[src/rtl/niosII_system_avm_read_timer.sv]
// Counts waitrequest-stalled cycles of the current read; tc flags the stall limit.
module niosII_system_avm_read_timer #(
  parameter int unsigned LIMIT = 255
) (
  input  logic clk,
  input  logic rst_n,
  input  logic clr,
  input  logic en,
  output logic tc
);

  localparam logic [15:0] LIM = 16'(LIMIT);

  logic [15:0] cnt;

  always_ff @(posedge clk or negedge rst_n) begin
    if (!rst_n)   cnt <= '0;
    else if (clr) cnt <= '0;
    else if (en)  cnt <= cnt + 16'd1;
  end

  assign tc = (cnt == LIM);

endmodule

[config.mk]
export PLATFORM = sky130hd
export DESIGN_NAME = niosII_system_avm_read_timer
export DESIGN_NICKNAME = d
export VERILOG_FILES = /design/src/rtl/niosII_system_avm_read_timer.sv
export SDC_FILE = /design/constraint.sdc
export NUM_CORES = 1
export LEC_CHECK = 0
export ABC_AREA = 0
export BUFFER_PORTS_ARGS = -buffer_cell sky130_fd_sc_hd__buf_2
export CORE_ASPECT_RATIO = 1.1
export CORE_UTILIZATION = 45
export DETAILED_ROUTE_END_ITERATION = 8
export PLACE_DENSITY = 0.68
export SETUP_SLACK_MARGIN = 0.2
export SLEW_MARGIN = 10
export SYNTH_ARGS = -nofsm -noshare
export SYNTH_HDL_FRONTEND = slang
export SYNTH_SLANG_ARGS = --single-unit
[constraint.sdc]
create_clock -name clk -period 4 [get_ports clk]
set_input_delay 0 -clock clk [delete_from_list [all_inputs] [get_ports clk]]
set_output_delay 0 -clock clk [all_outputs]
set_load 0.01 [all_outputs]
==> summary by stage <==
Floorplan
The number of I/O pins is 5. The initial utilization of the core area, before any placement, comes to 0.483. In this run the core area contains 16 standard-cell rows. The floorplan step defined a die boundary enclosing 0.00212 mm2.

The core region is 0.00180 mm2. The chip height is 48.1 um. Measured along the x axis, the die boundary spans 43.9 um.

Clock tree
After clock tree synthesis, the clock-pin slew on the worst setup and hold paths is 0.09 ns. The worst-case clock buffer depth is 2. The tree built by TritonCTS fans out to 16 sinks. The latest clock arrival within the worst-skew pair is 0.28 ns. The number of clock buffers added by TritonCTS is 3. CTS built an H-tree with a depth of 1. The TritonCTS clock tree is built. The clock root buffer master is clkbuf_4.

Worst setup path
The worst setup path is launched from a flop. The cell family with the largest share of critical-path delay is simple AND/OR/NAND/NOR gates. For the worst setup path, the data required time is 4.16 ns.

The largest fanout on the critical path is 7. Data arrives at the worst endpoint at 1.74 ns. The critical path is of the flop to flop type. The endpoint kind of the worst setup timing path is a flop. The largest single stage delay on the critical path is 0.41 ns. The slowest cell on the critical path is dfrtp_1.

The combined buffer and inverter count along the critical path is 0. The signal on the critical path passes through ha_1 > o2111ai_2 > nor4_1 > xnor2_1 > nor2_1.

Finish
The register with the most flip-flops in the layout has 16 of them. The number of filler cells placed in the layout is 186. The largest registers in the layout are cnt (16).

The number of antenna repair diodes is 0. In the final design database the tool counted 101 nets. The register name with the most flops is cnt. In the final layout, the share of cells above drive strength 1 is 0.117. The synthesis-to-finish area growth is 6.47%.

Placement
At the end of routability-driven placement, the weighted congestion stood at 0.757. The number of input and output port buffers inserted is 4. The HPWL after detailed placement is 1110 um.

The worst slack at placement is 2.41 ns.

STA
Setup repair after global routing left no endpoint under its margin. The final setup violation count is 0. The slew at the pin with the worst max-slew slack is 0.382 ns. Timing would allow up to 0.632 GHz. Hold is met by 0.0933 ns. Setup slack closes at 2.42 ns. The final-report hold violation count came to 0. The number of pins with negative max-slew slack in the final report was 0. The final clock skew is 0.00315 ns. Summed over all failing endpoints, the final setup total negative slack is 0 ns. The routed design could run at a clock period as short as 1.58 ns. The relative slew slack is 0.745. The share of the clock period used by the worst path after layout is 0.395.

Routing
In the routed design, unresolved DRC markers number 0. The final wirelength is 1550 um. The initial detailed-routing violation count is 10.

After detailed routing, the number of vias per cell comes to 5.80. The total number of vias is 650. The number of iterations in the first detailed-routing pass is 6.

In the final routed layout, each cell accounts on average for 13.8 um. In this run the remaining antenna-violating nets after routing total 0.

Power
The worst-case IR drop observed on VDD is 0.000168 V. In this run the static leakage power is 0.388 nW. In this run the power density over the cells is 284 mW/mm2. The total power draw is 0.263 mW.

Synthesis
The synthesized design contains 0 enable-type register cells. The share of flip-flops with an asynchronous set or reset is 1.00. The count of yosys warnings during synthesis is 0. The number of nets in the synthesized netlist is 95. The area of the mapped netlist is 871 um2. The cell count after synthesis came out at 90. The synthesized area per cell is 9.68 um2. The most used flip-flop cell after synthesis is dfrtp_1. The portion of the post-synthesis area used by sequential elements is 0.460. The post-synthesis register bit count is 16. The netlist uses 29 different library cells.

Min path
The tightest min-delay check is of the input port to flop type.

Run status
The flow ran to the end, and the final reports show no timing, DRC or antenna violations.

Global routing
The first-pass GRT wire length is 2710 um. The final global-route overflow total is 0. The global-route usage over all layers is 0.177. The number of global-route vias before repair is 594.

The largest net degree at the start of global routing is 22. The initial antenna violation count is 0.

Job
The tool flagged a number of max-cap violations equal to 0.
-- worst reg2reg max path: cells and delay by family, from the launching register on --
kind / cells / cell delay (ns)
AO/OA/AOI/OAI: 1 / 0.22
XOR/XNOR: 1 / 0.16
adder cells (fa/ha/maj): 1 / 0.26
flip-flops: 1 / 0.41
AND/OR/NAND/NOR: 2 / 0.42
-- timing repair --
item                      CTS  global route
hold endpoints to repair   16             0
gates resized for setup     0             0
setup buffers               0             0
hold buffers                1             0
-- synth_stat cells (3+ instances only) --
master	count	area (um2)
dfrtp_1	16	400
nor3_1	4	20.0
xor2_1	4	35.0
nand2_1	4	15.0
nor4_1	4	25.0
buf_2	3	15.0
a21oi_1	3	15.0
nand4_1	3	18.8
nor2_1	14	52.6
xnor2_1	6	52.6
o21ai_0	3	15.0
nand3_1	6	30.0
-- layer usage --
layer | global-route usage | vias to the layer above | routed length, um
met4 | 0.0364 | 0 | 16
met2 | 0.299 | 12 | 696
li1 | - | 325 | -
met3 | 0.0556 | 2 | 56
met5 | 0 | - | 0
met1 | 0.228 | 311 | 779
-- worst paths after layout --
check | start | endpoint | slack [ns] | cells after the start
min reg2reg | cnt[14] | cnt[14] | 0.58 | 2
max reg2reg | cnt[0] | cnt[14] | 2.42 | 5
max | cnt[0] | cnt[14] | 2.42 | 5
min | en | cnt[0] | 0.09 | 3
min in group asynchronous | rst_n | cnt[10] | 0.15 | 2
max in group asynchronous | rst_n | cnt[4] | 3.59 | 2
-- area by class of cell --
class | instances | area, um2 | area share
Inverter | 2 | 7.51 | 0.00810
Tap cell | 18 | 22.5 | 0.0243
Multi-Input combinational cell | 68 | 444 | 0.479
Sequential cell | 16 | 400 | 0.432
Timing Repair Buffer | 5 | 30.0 | 0.0324
Clock buffer | 3 | 22.5 | 0.0243
-- placed cells by master (no fill, tap or decap), types with 2 or more instances in the layout --
| master | netlist | layout |
|---|---|---|
| inv_1 | 2 | 2 |
| dfrtp_1 | 16 | 16 |
| xnor2_1 | 6 | 6 |
| nand3_1 | 6 | 6 |
| nand4_1 | 3 | 3 |
| nor2b_1 | 2 | 2 |
| xor2_1 | 4 | 4 |
| a21oi_1 | 3 | 3 |
| buf_2 | 3 | 4 |
| nor3_1 | 4 | 4 |
| nor2_1 | 14 | 14 |
| o21ai_0 | 3 | 3 |
| or3_1 | 2 | 2 |
| nand2_1 | 4 | 4 |
| nor4_1 | 4 | 4 |
| clkbuf_4 | 0 | 3 |
-- report_power, final --
group / switching (mW) / internal, mW / total [mW]
Sequential: 0.00257 / 0.164 / 0.166
Combinational: 0.0109 / 0.00525 / 0.0162
Clock: 0.0458 / 0.0349 / 0.0807
Total: 0.0593 / 0.204 / 0.263
-- stage by stage --
step	instances	instance area [um2]	utilization
after detailed placement	108	895	0.497
after global routing	112	927	0.515
final	112	927	0.515
after global placement	108	895	0.497
after CTS	112	927	0.515
after floorplan	90	871	-
-- cells by family (layout without fill, tap and decap cells) --
logic type | Yosys count | count (layout) | share of synthesized area
adders and majority gates | 1 | 1 | 0.0144
muxes | 3 | 3 | 0.0374
DFF | 16 | 16 | 0.460
and+or+nand+nor | 45 | 45 | 0.286
xor gates and xnor gates | 10 | 10 | 0.101
AOI/OAI and AO/OA | 9 | 9 | 0.0718
buffers and inverters | 6 | 10 | 0.0302
No activity file was read; power rests on OpenSTA's default activity.
